File: src/rtl/conv2d_stream_engine.sv
`default_nettype none
// ============================================================================
// Module      : conv2d_stream_engine
// Description : Loads a KxK signed kernel from kernel SRAM, sweeps it over an
//               IMG_W x IMG_H signed image in image SRAM and streams every
//               valid-region output pixel in raster order over a ready/valid
//               port after shift and optional saturation.
// Revision    : 1.0 - initial release
// ============================================================================
module conv2d_stream_engine #(
  parameter int KERNEL_SIZE       = 3,
  parameter int DATA_WIDTH        = 8,
  parameter int IMG_W             = 8,
  parameter int IMG_H             = 8,
  parameter int IMG_ADDR_WIDTH    = 6,
  parameter int KERNEL_ADDR_WIDTH = 6,
  parameter int ACC_WIDTH         = 20,
  parameter int OUT_SHIFT         = 0,
  parameter int SATURATE          = 1
) (
  input  logic                         i_clk,
  input  logic                         i_rst_n,
  input  logic                         i_start,
  output logic                         o_busy,
  output logic [IMG_ADDR_WIDTH-1:0]    o_img_addr,
  input  logic [DATA_WIDTH-1:0]        i_img_data,
  output logic [KERNEL_ADDR_WIDTH-1:0] o_kernel_addr,
  input  logic [DATA_WIDTH-1:0]        i_kernel_data,
  output logic                         o_res_valid,
  input  logic                         i_res_ready,
  output logic [DATA_WIDTH-1:0]        o_res_data,
  output logic [IMG_ADDR_WIDTH-1:0]    o_res_addr,
  output logic                         o_done
);

  localparam int C_OUT_W = IMG_W - KERNEL_SIZE + 1;
  localparam int C_OUT_H = IMG_H - KERNEL_SIZE + 1;
  localparam int C_TAPS  = KERNEL_SIZE * KERNEL_SIZE;
  localparam int C_CNT_W = $clog2(C_TAPS + 1);
  localparam int C_X_W   = $clog2(C_OUT_W + 1);
  localparam int C_Y_W   = $clog2(C_OUT_H + 1);
  localparam int C_K_W   = $clog2(KERNEL_SIZE + 1);

  localparam logic [C_CNT_W-1:0] C_CNT_LAST = C_CNT_W'(C_TAPS);
  localparam logic [C_CNT_W-1:0] C_CNT_PRE  = C_CNT_W'(C_TAPS - 1);
  localparam logic [C_K_W-1:0]   C_K_LAST   = C_K_W'(KERNEL_SIZE - 1);
  localparam logic [C_X_W-1:0]   C_X_LAST   = C_X_W'(C_OUT_W - 1);
  localparam logic [C_Y_W-1:0]   C_Y_LAST   = C_Y_W'(C_OUT_H - 1);

  localparam logic signed [ACC_WIDTH-1:0] C_RES_MAX = ACC_WIDTH'((2 ** (DATA_WIDTH - 1)) - 1);
  localparam logic signed [ACC_WIDTH-1:0] C_RES_MIN = ~C_RES_MAX;

  typedef enum logic [2:0] {
    S_IDLE        = 3'd0,
    S_LOAD_KERNEL = 3'd1,
    S_MAC         = 3'd2,
    S_OUTPUT      = 3'd3,
    S_DONE        = 3'd4
  } state_t;

  state_t                        r_state;
  logic [C_CNT_W-1:0]            r_cnt;
  logic [C_X_W-1:0]              r_x;
  logic [C_Y_W-1:0]              r_y;
  logic [C_K_W-1:0]              r_tr;
  logic [C_K_W-1:0]              r_tc;
  logic signed [ACC_WIDTH-1:0]   r_acc;
  logic signed [DATA_WIDTH-1:0]  r_kernel [C_TAPS];

  logic [C_CNT_W-1:0]             w_kidx;
  logic signed [2*DATA_WIDTH-1:0] w_prod;
  logic signed [ACC_WIDTH-1:0]    w_acc_sum;
  logic signed [ACC_WIDTH-1:0]    w_shifted;
  logic [DATA_WIDTH-1:0]          w_post;
  logic [C_K_W-1:0]               w_tr_nxt;
  logic [C_K_W-1:0]               w_tc_nxt;
  logic [IMG_ADDR_WIDTH-1:0]      w_tap_addr;
  logic [IMG_ADDR_WIDTH-1:0]      w_base_nxt;
  logic [IMG_ADDR_WIDTH-1:0]      w_res_addr;
  logic                           w_last_x;
  logic                           w_last_pos;
  logic [C_X_W-1:0]               w_x_nxt;
  logic [C_Y_W-1:0]               w_y_nxt;

  // Linear image address of pixel (row, col).
  function automatic logic [IMG_ADDR_WIDTH-1:0] f_pix_addr(input logic [31:0] row,
                                                          input logic [31:0] col);
    return IMG_ADDR_WIDTH'(row * IMG_W + col);
  endfunction

  // Data returned this cycle belongs to the address issued on the previous
  // count, so both the kernel capture and the MAC use index cnt-1.
  assign w_kidx    = (r_cnt == '0) ? '0 : r_cnt - 1'b1;
  assign w_prod    = $signed(i_img_data) * r_kernel[w_kidx];
  assign w_acc_sum = r_acc + {{(ACC_WIDTH - 2*DATA_WIDTH){w_prod[2*DATA_WIDTH-1]}}, w_prod};

  // Tap walk in row-major order across the kernel window.
  assign w_tc_nxt   = (r_tc == C_K_LAST) ? '0 : r_tc + 1'b1;
  assign w_tr_nxt   = (r_tc == C_K_LAST) ? r_tr + 1'b1 : r_tr;
  assign w_tap_addr = f_pix_addr(32'(r_y) + 32'(w_tr_nxt), 32'(r_x) + 32'(w_tc_nxt));

  // Output-position raster walk.
  assign w_last_x   = (r_x == C_X_LAST);
  assign w_last_pos = w_last_x && (r_y == C_Y_LAST);
  assign w_x_nxt    = w_last_x ? '0 : r_x + 1'b1;
  assign w_y_nxt    = w_last_x ? r_y + 1'b1 : r_y;
  assign w_base_nxt = f_pix_addr(32'(w_y_nxt), 32'(w_x_nxt));
  assign w_res_addr = IMG_ADDR_WIDTH'(32'(r_y) * C_OUT_W + 32'(r_x));

  assign w_shifted = r_acc >>> OUT_SHIFT;

  generate
    if (SATURATE != 0) begin : g_sat
      // Clamp the shifted accumulator to the signed result range.
      always_comb begin
        w_post = w_shifted[DATA_WIDTH-1:0];
        if (w_shifted > C_RES_MAX) begin
          w_post = C_RES_MAX[DATA_WIDTH-1:0];
        end else if (w_shifted < C_RES_MIN) begin
          w_post = C_RES_MIN[DATA_WIDTH-1:0];
        end
      end
    end else begin : g_trunc
      assign w_post = w_shifted[DATA_WIDTH-1:0];
    end
  endgenerate

  // Control FSM with registered SRAM addresses, result port and status.
  always_ff @(posedge i_clk or negedge i_rst_n) begin
    if (!i_rst_n) begin
      r_state       <= S_IDLE;
      r_cnt         <= '0;
      r_x           <= '0;
      r_y           <= '0;
      r_tr          <= '0;
      r_tc          <= '0;
      r_acc         <= '0;
      o_busy        <= 1'b0;
      o_img_addr    <= '0;
      o_kernel_addr <= '0;
      o_res_valid   <= 1'b0;
      o_res_data    <= '0;
      o_res_addr    <= '0;
      o_done        <= 1'b0;
      for (int i = 0; i < C_TAPS; i++) begin
        r_kernel[i] <= '0;
      end
    end else begin
      o_done <= 1'b0;
      case (r_state)
        S_IDLE: begin
          if (i_start) begin
            r_state       <= S_LOAD_KERNEL;
            o_busy        <= 1'b1;
            r_cnt         <= '0;
            r_x           <= '0;
            r_y           <= '0;
            o_kernel_addr <= '0;
          end
        end

        S_LOAD_KERNEL: begin
          if (r_cnt != '0) begin
            r_kernel[w_kidx] <= i_kernel_data;
          end
          if (r_cnt == C_CNT_LAST) begin
            r_state    <= S_MAC;
            r_cnt      <= '0;
            r_acc      <= '0;
            r_tr       <= '0;
            r_tc       <= '0;
            o_img_addr <= f_pix_addr(32'(r_y), 32'(r_x));
          end else begin
            r_cnt <= r_cnt + 1'b1;
            if (r_cnt != C_CNT_PRE) begin
              o_kernel_addr <= KERNEL_ADDR_WIDTH'(r_cnt + 1'b1);
            end
          end
        end

        S_MAC: begin
          if (r_cnt != '0) begin
            r_acc <= w_acc_sum;
          end
          if (r_cnt == C_CNT_LAST) begin
            r_state <= S_OUTPUT;
          end else begin
            r_cnt <= r_cnt + 1'b1;
            if (r_cnt != C_CNT_PRE) begin
              r_tr       <= w_tr_nxt;
              r_tc       <= w_tc_nxt;
              o_img_addr <= w_tap_addr;
            end
          end
        end

        S_OUTPUT: begin
          // First cycle registers the post-processed result; it then holds
          // until the consumer accepts it.
          if (!o_res_valid) begin
            o_res_valid <= 1'b1;
            o_res_data  <= w_post;
            o_res_addr  <= w_res_addr;
          end else if (i_res_ready) begin
            o_res_valid <= 1'b0;
            if (w_last_pos) begin
              r_state <= S_DONE;
              o_done  <= 1'b1;
            end else begin
              r_state    <= S_MAC;
              r_x        <= w_x_nxt;
              r_y        <= w_y_nxt;
              r_cnt      <= '0;
              r_acc      <= '0;
              r_tr       <= '0;
              r_tc       <= '0;
              o_img_addr <= w_base_nxt;
            end
          end
        end

        S_DONE: begin
          r_state <= S_IDLE;
          o_busy  <= 1'b0;
        end

        default: begin
          r_state <= S_IDLE;
          o_busy  <= 1'b0;
        end
      endcase
    end
  end

endmodule
`default_nettype wire

File: config.mk
export PLATFORM = sky130hd
export DESIGN_NAME = conv2d_stream_engine
export DESIGN_NICKNAME = d
export VERILOG_FILES = /design/src/rtl/conv2d_stream_engine.sv
export SDC_FILE = /design/constraint.sdc
export NUM_CORES = 1
export LEC_CHECK = 0
export BUFFER_PORTS_ARGS = -buffer_cell sky130_fd_sc_hd__buf_4
export CORE_MARGIN = 2
export CORE_UTILIZATION = 60
export CTS_CLUSTER_DIAMETER = 200
export CTS_CLUSTER_SIZE = 25
export DETAILED_ROUTE_END_ITERATION = 16
export GPL_ROUTABILITY_DRIVEN = 0
export PLACE_DENSITY = 0.86
export SETUP_SLACK_MARGIN = 0.2
export SLEW_MARGIN = 25
export SYNTH_ARGS = -nofsm -noshare
export SYNTH_HDL_FRONTEND = slang
export SYNTH_SLANG_ARGS = --single-unit
File: constraint.sdc
create_clock -name i_clk -period 12 [get_ports i_clk]
set_clock_uncertainty 0.15 [all_clocks]
set_input_delay 0.6 -clock i_clk [delete_from_list [all_inputs] [get_ports i_clk]]
set_output_delay 0.6 -clock i_clk [all_outputs]
set_load 0.03 [all_outputs]
* Word level (Yosys, flattened, before mapping)
Index checks and enable logic that the tools add are counted.
** Word-level totals
- Register bits after elaboration :: 138
- Input bits :: 20
- Output and inout port bits :: 29
- Logic and storage cells :: 155
** Cells by class
- Add/sub/neg operators :: 14
- Multipliers :: 2
- Order comparisons :: 4
- Equality and inequality tests :: 19
- Mux-type cells :: 71
- Bitwise operators :: 3
- Reduce and logical (&&, ||, !) cells :: 19
** Operator list (number)
- $mux W20 :: 5
- $bwmux W72 :: 1
- $pmux W20 S3 :: 1
- $mux W6 :: 9
- $mux W3 :: 15
- $mux W8 :: 5
- $bmux W8 S4 :: 1
- $demux W8 S4 :: 1
- $mux W4 :: 7
- $ne A2 B2 Y1 const B :: 11
- $add A20 B20 Y20 :: 1
- $gt A20 B8 Y1 const B :: 1
- $lt A20 B8 Y1 const B :: 1
- $mux W2 :: 10
- $add A6 B3 Y6 :: 3
- $pmux W6 S3 :: 1
- $mul A8 B8 Y16 :: 1
- $pmux W4 S4 :: 1
- $pmux W2 S3 :: 2
- $pmux W3 S2 :: 2
- $pmux W3 S4 :: 1
- $pmux W6 S2 :: 1
- $reduce_and A6 Y1 :: 2
- $reduce_and A5 Y1 :: 2
- other kinds (31) :: 47

* Logic depth before layout (Yosys ltp)
- Word-level depth :: 10
- Mapped depth :: 35
- Mapped depth without buffers :: 33

* Worst setup path after synthesis
Ideal clock, no wire load.
- Path type :: reg-to-reg
- Start point :: register r_cnt[0]
- End point :: register r_acc[19]
- Library setup time :: 0.116 ns
- Data arrival time :: 7.681 ns
- Data required time :: 11.734 ns
- Slack :: 4.054 ns
- Cell stages (with the launch flop) :: 33
- Buffers on the path :: 2
- Clock period less this slack :: 7.946 ns
- Path through :: dfrtp_1 > buf_2 > inv_1 > ha_1 > nor3b_4 > nor2_2 > buf_6 > mux2_1 > a222oi_1 > nand2_1 > a32o_2 > and2_1 > fa_1 > inv_1 > fa_1 > inv_1 > fa_1 > inv_1 > fa_1 > inv_1 > ha_1 > a21o_1 > a21oi_1 > a21oi_1 > o41ai_1 > xnor2_1 > ha_1 > a21o_1 > a21o_1 > a21oi_1 > nand2_1 > xnor2_1 > o311ai_0
** On the way
- Cells in the longest elaborated chain, start to end :: 10
- Elaborated cells between the ends (all ways) :: 16
** Ends and longest elaborated chain
- start, declared :: line 62 : logic [C_CNT_W-1:0] r_cnt;
- start signal, assigned :: line 174 : r_cnt <= r_cnt + 1'b1;
- start signal, assigned :: line 188 : r_cnt <= r_cnt + 1'b1;
- $sub A4 B1 Y4 / $logic_not A4 Y1 (equally long branches) :: line 93 : assign w_kidx = (r_cnt == '0) ? '0 : r_cnt - 1'b1;
- $mux W4 :: line 93
- $not A4 Y5 (not written as such) :: line 94 : assign w_prod = $signed(i_img_data) * r_kernel[w_kidx];
- $bmux W8 S4 :: line 94
- $mux W8 (not written as such) (2 in a row) :: line 94
- $mul A8 B8 Y16 :: line 94
- $add A20 B20 Y20 :: line 95 : assign w_acc_sum = r_acc + {{(ACC_WIDTH - 2*DATA_WIDTH){w_prod[2*DATA_WIDTH-1]}}, w_prod};
- $mux W20 :: line 182 : if (r_cnt != '0) begin
- $pmux W20 S3 :: line 150 : case (r_state)
- end signal, assigned :: line 183 : r_acc <= w_acc_sum;
- end, declared :: line 67 : logic signed [ACC_WIDTH-1:0] r_acc;
Parallel ways exist; a longest one is shown, timed or not. The select of a mux whose other input is x is not followed.
A chain may end at the register's enable or synchronous reset.

* Worst setup path after layout
Ends and elaborated chain as after synthesis.

==> impl_metrics.py <==
metrics = {
    "status": {
        "status": "completed",
    },
    "timing": {
        "slew_headroom_pct": 39.48,
        "tightestPinTransition_ns": 0.9068,
        "rsz0062_at_grt": "no",
        "fmax_ghz": 0.1072,
        "post-route-min-period_ns": 9.326,
        "report.final.hold_viol_count": 0,
        "final_max_slew_viol_count": 0,
        "period_share_pct": 77.71,
        "tns_ns": 0,
        "setup_viol": 0,
        "setup_slack_ns": 2.674,
    },
    "worst_setup_path": {
        "crit_required_ns": 12.17,
        "arrival_ns": 9.49,
        "cp_num_buf_inv": 4,
        "critPathLaunchType": "flip-flop",
        "cp_max_fo": 17,
        "slowest_stage": "nor2_2",
        "critical-path-top-delay-family": "adder cells",
        "critPathCaptureType": "flip-flop",
        "worstSetupPathType": "reg -> reg",
        "max_stage_delay_ns": 0.73,
    },
    "clock_network": {
        "hold_buffers": 0,
        "numCtsBuffers": 17,
        "clockBufferDepth": 2,
        "cts_setup_buffers": 0,
        "clock_sinks": 137,
        "clkTransAtPathRegs_ns": 0.06,
        "cts_resized": 0,
        "cts_tree": "built",
        "cts.htree.levels": 4,
        "clkLatencyLatePin_ns": 0.43,
        "cts-root-buf": "clkbuf_16",
    },
    "logic_synthesis": {
        "yosys_warnings": 0,
        "synthArstFlopShare_pct": 100.0,
        "syn_nets": 1153,
        "netlist_area_sq_um": 10100,
        "ys_types": 67,
        "syn_area_per_cell_sq_um": 10.00,
        "ys.flop_type": "dfrtp_1",
        "synth_edf_count": 0,
        "syn_inst": 1010,
        "yosysSeqAreaShare_pct": 33.94,
        "ys_seq_elements": 137,
    },
    "cells_and_area": {
        "final_nets": 1195,
        "area_growth_pct": 11.77,
        "final_cells": 1284,
        "multi_input_area_sq_um": 6153,
        "fill_cells": 1156,
        "diodes": 0,
        "seq_area_sq_um": 3428,
        "final_cell_area_sq_um": 11290,
        "final_layout_size_suffix_gt1_share_pct": 16.73,
    },
    "placed_design": {
        "dp_slack_ns": 2.723,
        "dpl.hpwl_mm": 15.82,
        "dp.cells": 1253,
        "port_buffers": 47,
        "place_area_sq_um": 10630,
    },
    "routing": {
        "drtPass1Iterations": 8,
        "drcViolationCount": 0,
        "via_per_inst": 6.156,
        "drt_iter0_drc": 853,
        "dr_total_vias": 7904,
        "ant_nets": 0,
        "drt-total-wl_mm": 22.53,
        "wl_per_cell_um": 17.55,
    },
    "die": {
        "io_pins": 49,
        "die_w_um": 133.8,
        "initial_utilization_pct": 61.13,
        "rows": 47,
        "core_sq_um": 16520,
        "die_height_um": 133.8,
        "dieArea_sq_um": 17890,
    },
    "global_routing": {
        "grt_pass1_vias": 7980,
        "grt_max_degree": 70,
        "grtUsageMet3_pct": 5.441,
        "gr-total-overflow": 0,
        "grt.busiest_layer": "met2",
        "antenna_found_initial": 0,
        "grt_use_met2_pct": 43.73,
        "grt_pass1_wl_mm": 38.40,
        "grt_usage_pct": 26.90,
        "gr-usage-met1_pct": 34.94,
    },
    "job": {
        "max-cap-violations": 0,
    },
    "worst_hold_path": {
        "hp-class": "in -> async",
    },
}
-- final timing paths --
check                      cells after the start                 startpoint                        end  slack (ns)
min reg2reg                                    2  o_res_addr[3]$_DFFE_PN0P_  o_res_addr[3]$_DFFE_PN0P_        0.33
max in group asynchronous                      2                    i_rst_n  o_img_addr[4]$_DFFE_PN0P_       10.37
max reg2reg                                   29       r_cnt[0]$_DFFE_PN0P_      r_acc[19]$_DFFE_PN0P_        2.67
min in group i_clk                             3                    i_start         o_busy$_DFFE_PN0P_        0.30
max                                           29       r_cnt[0]$_DFFE_PN0P_      r_acc[19]$_DFFE_PN0P_        2.67
min                                            1                    i_rst_n   r_kernel[11]$_DFFE_PN0P_        0.01
-- stage by stage --
stage	hold slack [ns]	utilization (%)
3_5_place_dp	0.3188	64.31
4_1_cts	0.03752	68.28
2_1_floorplan	0.1544	-
3_3_place_gp	0.3126	64.31
5_1_grt	0.05960	68.33
6_report	0.01166	68.33
-- placed cells by master (no fill, tap or decap), types with 8 or more instances in the layout --
cell	n
inv_1	102
mux2_1	16
mux2_2	76
a21oi_1	33
clkbuf_16	17
xor2_1	16
a21o_1	11
ha_1	62
dfrtp_1	137
buf_4	51
o21ai_0	55
nand3_1	15
nor2b_1	12
fa_1	61
a222oi_1	16
xnor2_1	22
nor3_1	9
nor2_1	46
o31ai_1	8
and2_1	47
nand4_1	9
nand2_1	119
-- cell usage after synthesis (11+ instances only) --
cell      instances  area [sq um]
mux2_2           76         855.8
a21o_1           11         82.58
inv_1           102         382.9
clkbuf_1         19         71.32
xnor2_1          22         192.7
dfrtp_1         137          3428
nand2_1         119         446.7
a222oi_1         16         160.2
a21oi_1          33         165.2
ha_1             62         775.7
nor2_1           47         176.4
and2_1           47         294.0
fa_1             61          1221
o21ai_0          55         275.3
nor2b_1          12         75.07
xor2_1           16         140.1
nand3_1          15         75.07
mux2_1           16         180.2
-- kinds of logic after synthesis --
kind of cell	synth area share, %
compound gates	12.77
xor+xnor	3.294
fa+ha+maj	19.77
buf+inv	5.227
flops	33.94
mux	10.65
other cells	0.03712
simple gates	14.32
-- state kept, by name (all words and copies together), names as in the netlist, 2 cells and up --
register / cells
o_img_addr: 6
o_kernel_addr: 5
o_res_addr: 6
o_res_data: 8
r_acc: 20
r_cnt: 4
r_kernel: 72
r_state: 3
r_tc: 2
r_tr: 2
r_x: 3
r_y: 3
-- cell type report --
cell class	instances	share of cell area, %
Sequential cell	137	30.36
Timing Repair Buffer	52	3.491
Inverter	102	3.391
Clock buffer	19	3.923
Multi-Input combinational cell	742	54.50
Tap cell	220	2.438
Clock inverter	12	1.895
-- layer usage --
metal  routed length, um  vias to the layer above
li1                    -                     3583
met1                9363                     3879
met2               10810                      374
met3                1652                       68
met4                 700                        0
met5                   0                        -
Power is not shown: default switching activity piles up to over one toggle a cycle in this logic, so the estimate is an artifact.
